`config.mk`:
```
export PLATFORM = sky130hd
export DESIGN_NAME = ecg_sample_framer
export DESIGN_NICKNAME = d
export VERILOG_FILES = /design/src/rtl/ecg_sample_framer.sv
export SDC_FILE = /design/constraint.sdc
export NUM_CORES = 1
export LEC_CHECK = 0
export CORE_UTILIZATION = 54
export CTS_BUF_LIST = sky130_fd_sc_hd__clkbuf_16
export CTS_CLUSTER_SIZE = 20
export DETAILED_ROUTE_END_ITERATION = 7
export GPL_TIMING_DRIVEN = 1
export PLACE_DENSITY = 0.82
export SYNTH_ARGS = -nofsm -noshare
export SYNTH_HDL_FRONTEND = slang
export SYNTH_SLANG_ARGS = --single-unit
```
`constraint.sdc`:
```
create_clock -name clk -period 3.9 [get_ports clk]
set_clock_uncertainty 0.15 [all_clocks]
set_input_delay 0.975 -clock clk [delete_from_list [all_inputs] [get_ports clk]]
set_output_delay 0.975 -clock clk [all_outputs]
set_load 0.02 [all_outputs]
```
`src/rtl/ecg_sample_framer.sv`:
```
// ECG sample framer: captures one multi-channel sample vector per tick and streams it channel by channel.
// Optional FRAMER_OVERRUN_CNT_EN adds a saturating 16-bit count of dropped ticks.
module ecg_sample_framer #(
    parameter int CHANNELS   = 8,
    parameter int DATA_W     = 16,
    parameter int WINDOW_LEN = 256,
    localparam int CH_W      = (CHANNELS > 1) ? $clog2(CHANNELS) : 1,
    localparam int WIN_W     = (WINDOW_LEN > 1) ? $clog2(WINDOW_LEN) : 1
) (
    input  logic                       clk,
    input  logic                       rst,
    input  logic                       tick,
    input  logic [CHANNELS*DATA_W-1:0] sample_in,
    output logic [DATA_W-1:0]          out_data,
    output logic [CH_W-1:0]            out_channel,
    output logic                       out_valid,
    input  logic                       out_ready,
    output logic                       out_sof,
    output logic                       out_eow,
    output logic [WIN_W-1:0]           frame_idx,
    output logic                       busy,
    output logic                       overrun,
    input  logic                       clear_overrun
`ifdef FRAMER_OVERRUN_CNT_EN
    ,
    output logic [15:0]                overrun_count
`endif
);

    typedef enum logic {IDLE, SEND} state_t;

    state_t            state_q, state_d;
    logic              tick_q;
    logic [CH_W-1:0]   ch_idx_q, ch_idx_d;
    logic [WIN_W-1:0]  frame_idx_q, frame_idx_d;
    logic [DATA_W-1:0] frame_q [CHANNELS];
    logic [DATA_W-1:0] frame_d [CHANNELS];
    logic              overrun_q, overrun_d;
`ifdef FRAMER_OVERRUN_CNT_EN
    logic [15:0]       ovr_cnt_q, ovr_cnt_d;
`endif

    logic tick_rise, accept, last_beat, last_frame, load, drop;

    assign tick_rise  = tick & ~tick_q;
    assign accept     = (state_q == SEND) && out_ready;
    assign last_beat  = (ch_idx_q == CH_W'(CHANNELS - 1));
    assign last_frame = (frame_idx_q == WIN_W'(WINDOW_LEN - 1));
    // A tick coinciding with the final accept chains straight into the next frame.
    assign load       = tick_rise && ((state_q == IDLE) || (accept && last_beat));
    assign drop       = tick_rise && (state_q == SEND) && !(accept && last_beat);

    always_ff @(posedge clk or negedge rst) begin
        if (!rst) begin
            state_q     <= IDLE;
            tick_q      <= 1'b0;
            ch_idx_q    <= '0;
            frame_idx_q <= '0;
            overrun_q   <= 1'b0;
            for (int k = 0; k < CHANNELS; k++) frame_q[k] <= '0;
`ifdef FRAMER_OVERRUN_CNT_EN
            ovr_cnt_q   <= '0;
`endif
        end else begin
            state_q     <= state_d;
            tick_q      <= tick;
            ch_idx_q    <= ch_idx_d;
            frame_idx_q <= frame_idx_d;
            overrun_q   <= overrun_d;
            frame_q     <= frame_d;
`ifdef FRAMER_OVERRUN_CNT_EN
            ovr_cnt_q   <= ovr_cnt_d;
`endif
        end
    end

    always_comb begin
        state_d = state_q;
        case (state_q)
            IDLE:    if (tick_rise) state_d = SEND;
            SEND:    if (accept && last_beat && !tick_rise) state_d = IDLE;
            default: state_d = IDLE;
        endcase
    end

    always_comb begin
        frame_d     = frame_q;
        ch_idx_d    = ch_idx_q;
        frame_idx_d = frame_idx_q;
        if (load) begin
            for (int k = 0; k < CHANNELS; k++) frame_d[k] = sample_in[k*DATA_W +: DATA_W];
        end
        if (load) begin
            ch_idx_d = '0;
        end else if (accept) begin
            ch_idx_d = last_beat ? '0 : ch_idx_q + 1'b1;
        end
        if (accept && last_beat) begin
            frame_idx_d = last_frame ? '0 : frame_idx_q + 1'b1;
        end
        // A drop in the same cycle as a clear keeps the flag set.
        if (drop)               overrun_d = 1'b1;
        else if (clear_overrun) overrun_d = 1'b0;
        else                    overrun_d = overrun_q;
`ifdef FRAMER_OVERRUN_CNT_EN
        if (drop && clear_overrun)   ovr_cnt_d = 16'd1;
        else if (drop)               ovr_cnt_d = (ovr_cnt_q == 16'hFFFF) ? ovr_cnt_q : ovr_cnt_q + 16'd1;
        else if (clear_overrun)      ovr_cnt_d = '0;
        else                         ovr_cnt_d = ovr_cnt_q;
`endif
    end

    always_comb begin
        out_valid   = (state_q == SEND);
        busy        = (state_q == SEND);
        out_sof     = (state_q == SEND) && (ch_idx_q == '0);
        out_eow     = (state_q == SEND) && last_beat && last_frame;
        out_channel = ch_idx_q;
        frame_idx   = frame_idx_q;
        overrun     = overrun_q;
        out_data    = frame_q[0];
        for (int k = 1; k < CHANNELS; k++) begin
            if (ch_idx_q == CH_W'(k)) out_data = frame_q[k];
        end
`ifdef FRAMER_OVERRUN_CNT_EN
        overrun_count = ovr_cnt_q;
`endif
    end

endmodule

```
Yosys cells after proc, flatten, opt, wreduce, memory -nomap -nowiden --
Cells that the tools add are included.
Word-level totals: input port bits 133, bits in registers 142, logic and storage cells 57
Cells by class: multiplexer cells 16, add/sub/neg operators 2, reduce and logical (&&, ||, !) cells 15, eq/ne operators 8, bitwise operators 3
Operators with widths (count):
- 16-bit two-way mux | 7
- 3-bit == test, second input constant | 4
- 1-bit logical AND | 9
- 3-bit two-way mux | 3
- 8-bit by 1-bit adder with 8-bit output, second input constant | 1
- 8-bit == test, second input constant | 1
- 8-bit two-way mux | 1
- 3-bit by 2-bit == test with 1-bit output, second input constant | 2
- 1-bit two-way mux | 4
- 2-bit nonzero test | 2
- 3-bit by 1-bit adder with 3-bit output, second input constant | 1
- 3-bit by 1-bit == test with 1-bit output, second input constant | 1
- 3-bit zero test | 1
- 1-bit zero test | 2
- 1-bit NOT | 2
- 1-bit one-hot mux with 2 select lines | 1
- 1-bit bitwise AND | 1
- 1-bit logical OR | 1

Longest topological paths before layout --
Gate-level depths: netlist (run 1).
depth after elaboration 8, mapped depth 9, gate-level depth less buffers 5

Worst setup path after synthesis (run 1) --
OpenSTA, ideal clock, no wires.
path type register to output, from reg ch_idx_q[2], in the netlist out_channel[2], to out out_data[10], required time 2.775 ns, stages on the path, launching flop included 10, arrival 2.469 ns, setup slack 0.306 ns, cell sequence dfrtp_1 buf_2 clkbuf_1 inv_1 ha_1 or2_2 clkbuf_2 buf_2 a21oi_1 o41ai_1
Between the ends: longest elaborated chain between the ends 8
RTL lines:
- from (decl) | line 34 | logic [CH_W-1:0] ch_idx_q, ch_idx_d;
- from (signal assigned) | line 67 | ch_idx_q <= ch_idx_d;
- 3-bit by 1-bit == test with 1-bit output | line 123 | if (ch_idx_q == CH_W'(k)) out_data = frame_q[k];
- 16-bit two-way mux (6 in series) | line 123
- 16-bit two-way mux (*) | line 123
- to (decl) | line 14 | output logic [DATA_W-1:0] out_data,
Mark *: on every way between the ends. The rest lies on a longest branch, timed or not.

Worst setup path in the final report (run 1) --
from reg ch_idx_q[1], in the netlist out_channel[1], to out out_data[9]
Same word-level chain as after synthesis.

==> impl_metrics.ini, run 1 <==
[run_status]
status = complete, no violations

[setup_path]
timing.rr.start = out_channel[0]
cp.required_ns = 2.77
path_class = reg2out
startpoint_type = register
crit_arrival_ns = 2.68
cp-end-kind = primary output
path_max_fanout = 16
reg2reg_depth = 7
rrSetupSlack_ns = 0.96
r2r_end = frame_q[59]

[drt]
drt-vias-per-instance = 5.779
wl_per_cell_um = 19.74
drt_iter0_drc = 309
drc = 0
drt-total-wl_mm = 18.02
first_pass_iters = 5
postRouteAntennaNets = 0
vias = 5276

[min_path]
hp-class = reg2reg
hp-start = frame_q[34]
holdPathStages = 1
min_to = frame_q[34]

[power_and_ir_drop]
power_per_cell_area_nw_per_um2 = 823.7
report.power.total_mw = 7.958
p_leak_nw = 4.163
vdd_drop_max_uv = 568.8

[layout]
mostFrequentLayoutCells = 147 x clkdlybuf4s50_1, 142 x dfrtp_1, 87 x mux2_1
final_cells = 913
n_fill_cell = 824
fin_area_um2 = 9662
drive_above_1_share = 0.1633
area_growth_syn_to_layout_pct = 36.70
final_net_count = 868
layout_commonest_cell = clkdlybuf4s50_1
final_core_util = 0.7625
diodes = 0

[clock_tree]
clk_pin_slew_ns = 0.06
postCtsSetupRepairBufs = 0
cts_resized = 19
cts_sinks = 142
ctsHoldBuffers = 0
cts_root_buffer = clkbuf_16
cts_buffers = 17
cts_tree = done
clock_path_buffers = 2
clkLatencyLatePin_ns = 0.42
htree_levels = 4

[global_routing]
grt_pass1_vias = 5313
grt_pass1_wl_mm = 28.21
antenna_found_initial = 0
gr-total-overflow = 0
track_usage = 0.2826
grt_max_degree = 103

[die]
initial_core_util = 0.5578
rows = 41
die_area_um2 = 13550
die_y_um = 116.4
coreArea_um2 = 12670
pin_count = 165
die_x_um = 116.4

[logic_synthesis]
synth-seq-cells = 142
ys_warn_count = 0
synth_cells = 570
syn_avg_cell_area_um2 = 12.40
synthesis.area_um2 = 7068
synth_enable_flop_cells = 0
synthArstFlopShare = 1.000
ys_seq_area_frac = 0.5027
yosysTopAreaCellShare = 0.5027
syn_nets = 710
synth_flop_cell = dfrtp_1
synthTopCellsByArea = dfrtp_1 50%, mux2_1 14%, mux2_2 6.7%, nand2b_1 3.8%, mux2i_1 2.4%
ys_types = 39
yosysTopAreaCell = dfrtp_1

[job]
drv_cap = 0

[timing]
hold_violations = 0
worst_hold_slack_ns = 0.3280
worst_pin_slew_ns = 0.9474
fin_crit_ns = 3.802
rsz0062_at_grt = false
setup_viol = 0
fmax_mhz = 263.0
timing.final.crit_share = 0.9748
worst_slack_ns = 0.09829
tns_ns = 0
maxSlewViolCount = 0
slew_headroom = 0.3684

[place]
dp.cells = 881
gp_congestion = 0.8680
placed_area_um2 = 8926
io_buffers = 164
dp_hpwl_mm = 12.72
place_ws_ns = 0.2241
-- synthesized netlist by cell type (all sizes together), types with 4 or more instances --
master	count
and4b	16
clkbuf	21
and3	19
a21oi	23
o31ai	18
nand2b	43
a211oi	16
or3b	16
o41ai	16
inv	4
dfrtp	142
or2b	7
mux2	129
nand2	11
o21ai	19
buf	25
mux2i	17
ha	7
-- critical path, stage by stage, from the launching register on --
cell,delay [ns]
dfrtp_1,0.42
inv_1,0.09
ha_1,0.28
buf_4,0.24
or3b_2,0.47
a21oi_1,0.26
o41ai_1,0.14
dlygate4sd2_1,0.34
-- cell type report --
| class | instances | area, um2 | share of cell area |
|---|---|---|---|
| clock buffer | 17 | 425.4 | 0.04403 |
| clock inverter | 15 | 296.5 | 0.03069 |
| inverter | 4 | 15.01 | 0.001554 |
| multi-input combinational | 378 | 3301 | 0.3416 |
| sequential | 142 | 3553 | 0.3678 |
| tap | 172 | 215.2 | 0.02227 |
| timing repair buffer | 185 | 1856 | 0.1920 |
-- registers in the layout, indices dropped and copies added (netlist names) --
name	flops
overrun	1
frame_idx	8
tick_q	1
out_channel	3
busy	1
frame_q	128
-- cell families (layout without fill, tap and decap cells) --
logic type / after synthesis / count (layout) / share of synthesized area
AND/OR/NAND/NOR: 128 / 128 / 0.1252
multiplexers: 146 / 146 / 0.2296
AO/OA/AOI/OAI: 94 / 94 / 0.08993
XOR/XNOR: 3 / 3 / 0.003718
buffers and inverters: 50 / 221 / 0.03646
adder cells (fa/ha/maj): 7 / 7 / 0.01239
flip-flops: 142 / 142 / 0.5027
-- power by group --
group | internal, mW | switching, mW | total, mW | leakage [nW]
Sequential | 2.17 | 0.472 | 2.64 | 1.73
Clock | 1.38 | 0.610 | 1.99 | 0.357
Combinational | 1.62 | 1.71 | 3.32 | 2.07
Total | 5.17 | 2.79 | 7.96 | 4.16
-- worst max-delay path by stage --
stage	startpoint	endpoint	slack (ns)	cells after the start
2_1_floorplan	out_channel[2]	out_data[10]	0.31	9
3_3_place_gp	out_channel[0]	out_data[13]	0.30	6
3_5_place_dp	out_channel[0]	out_data[5]	0.22	6
4_1_cts	out_channel[0]	out_data[15]	0.10	7
5_1_grt	out_channel[0]	out_data[15]	0.02	7
6_report	out_channel[1]	out_data[9]	0.1	7
-- per-layer routing --
layer  part of all wire  global-route usage  vias up
li1                   -                   -     2414
met4              0.037              0.1487        0
met2               0.47              0.4284      204
met3              0.058             0.05812       47
met5                  0                   0        -
met1               0.44              0.3848     2611
Note: power is estimated with default switching activity, not from simulation.
==> run 2, diff against run 1 <==
- TNS_END_PERCENT: unset -> 100
==> results of run 2 <==
Final layout, timing and power as in run 1 (identical DEF).
==> run 3, diff against run 2 <==
- CORE_ASPECT_RATIO: unset -> 0.5
==> impl_metrics.ini, run 3 (same netlist as run 1, synthesis figures left out) <==
[setup_path]
cp-end-kind = primary output
r2r_end = frame_q[121]
cp.required_ns = 2.77
path_max_fanout = 12
rrSetupSlack_ns = 0.85
reg2reg_depth = 7
crit_arrival_ns = 2.71
path_class = reg2out
startpoint_type = register
timing.rr.start = out_channel[0]

[drt]
top_layer_used = met4
vias = 5333
wl_per_cell_um = 20.38
drt_iter0_drc = 461
first_pass_iters = 7
drt-vias-per-instance = 5.848
drc = 0
drt-total-wl_mm = 18.59
wl_met1_mm = 7.841
dr_wl_met3_mm = 1.257
postRouteAntennaNets = 0
dr_wl_met2_mm = 9.144

[place]
place_ws_ns = 0.09374
dp_hpwl_mm = 12.81
io_buffers = 164
gp_congestion = 0.8245
dp.cells = 879

[layout]
regMostFlops = frame_q
final_net_count = 869
largest_reg_flops = 128
mostFrequentLayoutCells = 147 x clkdlybuf4s50_1, 141 x dfrtp_1, 87 x mux2_1
layout_commonest_cell = clkdlybuf4s50_1
diodes = 0
n_fill_cell = 790
final_cells = 912
area_growth_syn_to_layout_pct = 36.70
drive_above_1_share = 0.1846

[clock_tree]
cts_buffers = 17
cts_tree = done
cts_root_buffer = clkbuf_16
htree_levels = 4
clk_pin_slew_ns = 0.06
cts_sinks = 142
ctsHoldBuffers = 0
clkLatencyLatePin_ns = 0.42
clock_path_buffers = 2

[die]
die_x_um = 163.8
pin_count = 165
die_area_um2 = 13580
coreArea_um2 = 12700
initial_core_util = 0.5566
rows = 29
die_y_um = 82.90

[timing]
worst_pin_slew_ns = 0.7128
fin_crit_ns = 3.832
timing.final.crit_share = 0.9825
hold_violations = 0
fmax_mhz = 261.0
rsz0062_at_grt = true
worst_slack_ns = 0.06844
maxSlewViolCount = 0
slew_headroom = 0.5248
worst_hold_slack_ns = 0.3288
setup_viol = 0

[global_routing]
track_usage = 0.2869
antenna_found_initial = 0
grt_max_degree = 77
grt_pass1_wl_mm = 29.30
gr-total-overflow = 0
grt_pass1_vias = 5568

[min_path]
hp-start = frame_q[78]
hp-class = reg2reg
min_to = frame_q[78]
holdPathStages = 1

[power_and_ir_drop]
report.power.total_mw = 7.804
power_per_cell_area_nw_per_um2 = 807.7
p_leak_nw = 4.123
vdd_drop_max_uv = 590.2

[job]
drv_cap = 0

[run_status]
status = complete, no violations
run 3: changes by cell type in the layout (fill, tap and decap cells not counted), moves of 2 or more:
cell        change
a21oi_4         +3
clkinv_4        +2
clkinv_2        -2
bufinv_16       -6
a21oi_1         -8
buf_12          +2
o41ai_1         -2
inv_6           +5
a21oi_2         +5
clkinvlp_4      +3
o41ai_2         +2
run 3: routing by layer:
metal / vias up / GRT usage
met4: 0 / 0.09259
met5: - / 0
met3: 29 / 0.06094
met1: 2685 / 0.3841
li1: 2414 / -
met2: 205 / 0.4680
run 3: report_power, final:
group          total [mW]  internal (mW)  switching (mW)  leakage, nW
Clock                1.68           1.01           0.670        0.289
Combinational        3.52           1.68            1.84         2.10
Sequential           2.60           2.17           0.427         1.73
Total                7.80           4.87            2.94         4.12
run 3: area by class of cell:
type / instances / area [um2] / share of cell area
Sequential cell: 142 / 3555 / 0.3679
Inverter: 4 / 15.01 / 0.001554
Clock buffer: 17 / 425.4 / 0.04403
Clock inverter: 15 / 182.7 / 0.01891
Multi-Input combinational cell: 378 / 3383 / 0.3502
Tap cell: 170 / 212.7 / 0.02202
Timing Repair Buffer: 186 / 1888 / 0.1954
run 3: worst max-delay path by stage:
stage | from | endpoint | cells past startpoint
4_1_cts | out_channel[1] | out_data[11] | 7
5_1_grt | out_channel[0] | out_data[14] | 7
6_report | out_channel[0] | out_data[14] | 7
3_3_place_gp | out_channel[1] | out_data[8] | 7
2_1_floorplan | out_channel[2] | out_data[10] | 9
3_5_place_dp | out_channel[1] | out_data[8] | 7
run 3: worst max-delay path: stages (launching register included):
cell           delay (ns)
dfrtp_2              0.44
inv_1                0.09
ha_2                 0.23
or3_1                0.47
buf_4                0.25
a211oi_1             0.35
o41ai_2              0.11
dlygate4sd2_1        0.34
run 3: metrics by stage:
stage,TNS [ns],instance area [um2],util
final,0,9662,0.7608
after global placement,0,8936,0.7036
after detailed placement,0,8936,0.7036
after CTS,0,9597,0.7557
after global routing,-0.03961,9662,0.7608
after floorplan,0,7068,-
run 3: timing repair:
item                       CTS  global route
setup endpoints to repair   16            10
buffers inserted             1             0
resized for setup           28            11
==> variant, RTL diff (config.mk and constraints of run 2) <==
Set the parameter `WINDOW_LEN` to 128 (it was 256).
--- a/src/rtl/ecg_sample_framer.sv
+++ b/src/rtl/ecg_sample_framer.sv
@@ -3,7 +3,7 @@
 module ecg_sample_framer #(
     parameter int CHANNELS   = 8,
     parameter int DATA_W     = 16,
-    parameter int WINDOW_LEN = 256,
+    parameter int WINDOW_LEN = 128,
     localparam int CH_W      = (CHANNELS > 1) ? $clog2(CHANNELS) : 1,
     localparam int WIN_W     = (WINDOW_LEN > 1) ? $clog2(WINDOW_LEN) : 1
 ) (
Interface: changed (resized frame_idx); port bits go from 165 to 164. The function was not compared with the original's and may differ.
==> variant against run 2 <==
- synthesized area fell by 0.46%
- setup slack lost 6.8 ps
- cell count decreased by 0.33%
- power down 4.0%
- wire length grew 3.6%
- sequential cell count decreased by 1
- highest routed layer unchanged
- largest cell class unchanged
- cell area down 1.8%
- critical path type unchanged
==> variant: results (changes against run 2) <==
RD Place Congestion=0.9371 (was 0.8680); met2 Resource Use GR=0.4679 (was 0.4284); Syn Nets=712 (was 710); pre-CTS setup slack=192.1 ps (was 224.1 ps); Reg power frac=0.344 (was 0.332); Seq/Total Area, Yosys=0.5015 (was 0.5027); M1 wire length=7760 um (was 7852 um); layout cell share with drive strength beyond 1=0.2222 (was 0.1633); first-pass GRT wire length=29480 um (was 28210 um); GRT Util Overall=0.2988 (was 0.2826); DP Cell Count=880 (was 881); leak pwr=4.052 nW (was 4.163 nW); post-DP HPWL=13460 um (was 12720 um); Final Non-Filler Cells=910 (was 913); # fillers=865 (was 824); period utilization=0.9765 (was 0.9748); vias in the first global route=5513 (was 5313); Slowest cell on crit path=o41ai_1 (was or3b_2); most common library cells after synthesis=dfrtp_1 (141), mux2_2 (84), nand2b_1 (50) (was dfrtp_1 (142), mux2_1 (87), nand2b_1 (43)); top post-synthesis cells by area=dfrtp_1 (50%), mux2_2 (13%), mux2_1 (7.0%), nand2b_1 (4.4%), mux2i_1 (2.4%) (was dfrtp_1 (50%), mux2_1 (14%), mux2_2 (6.7%), nand2b_1 (3.8%), mux2i_1 (2.4%)); Peak VDD IR=423.1 uV (was 568.8 uV); DR iter-0 viols=381 (was 309); met1 Usage GRT=0.3846 (was 0.3848); WL/cell=20.51 um (was 19.74 um); Non-clock buffering overhead=0.1968 (was 0.1920); ClkCell Share=0.05633 (was 0.07472); placed inst area=0.008877 mm^2 (was 0.008926 mm^2); clk pwr=1.50 mW (was 1.99 mW); #MultiIn Comb=380 (was 378); sequential cells=141 (was 142); Worst-Margin Slew=730.8 ps (was 947.4 ps); Signal buffers=183 (was 185); Inverters, non-clock=5 (was 4); met3 Use GR=0.07577 (was 0.05812); cell internal pwr=4.790 mW (was 5.169 mW); routed wl met2=8980 um (was 8465 um); multi-input logic portion of the cell area=0.3501 (was 0.3416); largest net degree at the start of global routing=81 (was 103); die area=0.01349 mm^2 (was 0.01355 mm^2); I/O Buffers=163 (was 164); Area Overhead vs Synth=34.80% (was 36.70%); met3 wire length=1155 um (was 1038 um); Power per Cell Area=805.6 mW/mm^2 (was 823.7 mW/mm^2); run status=complete, no violations (unchanged); DR vias=5370 (was 5276)
## variant: what timing repair did
| action | 4_1_cts | 5_1_grt |
|---|---|---|
| setup buffers | 1 | 0 |
| pin swaps | 0 | 0 |
| setup endpoints to repair | 16 | 2 |
| gates resized for setup | 29 | 3 |
## variant: kinds of logic after synthesis
logic type / count (synthesis) / share of synthesized area
AO/OA/AOI/OAI: 94 / 0.09106
XOR/XNOR: 3 / 0.003735
flip-flops: 141 / 0.5015
AND/OR/NAND/NOR: 131 / 0.1245
buffers and inverters: 51 / 0.03770
multiplexers: 145 / 0.2291
adder cells (fa/ha/maj): 7 / 0.01245
## variant: worst paths after layout
| check | to | from | cells past startpoint |
|---|---|---|---|
| max in group asynchronous | frame_q[10] | rst | 2 |
| max reg2reg | frame_q[45] | out_channel[0] | 7 |
| min reg2reg | frame_q[40] | frame_q[40] | 1 |
| min | frame_q[40] | frame_q[40] | 1 |
| max | out_data[8] | out_channel[0] | 7 |
| min in group asynchronous | frame_q[96] | rst | 1 |
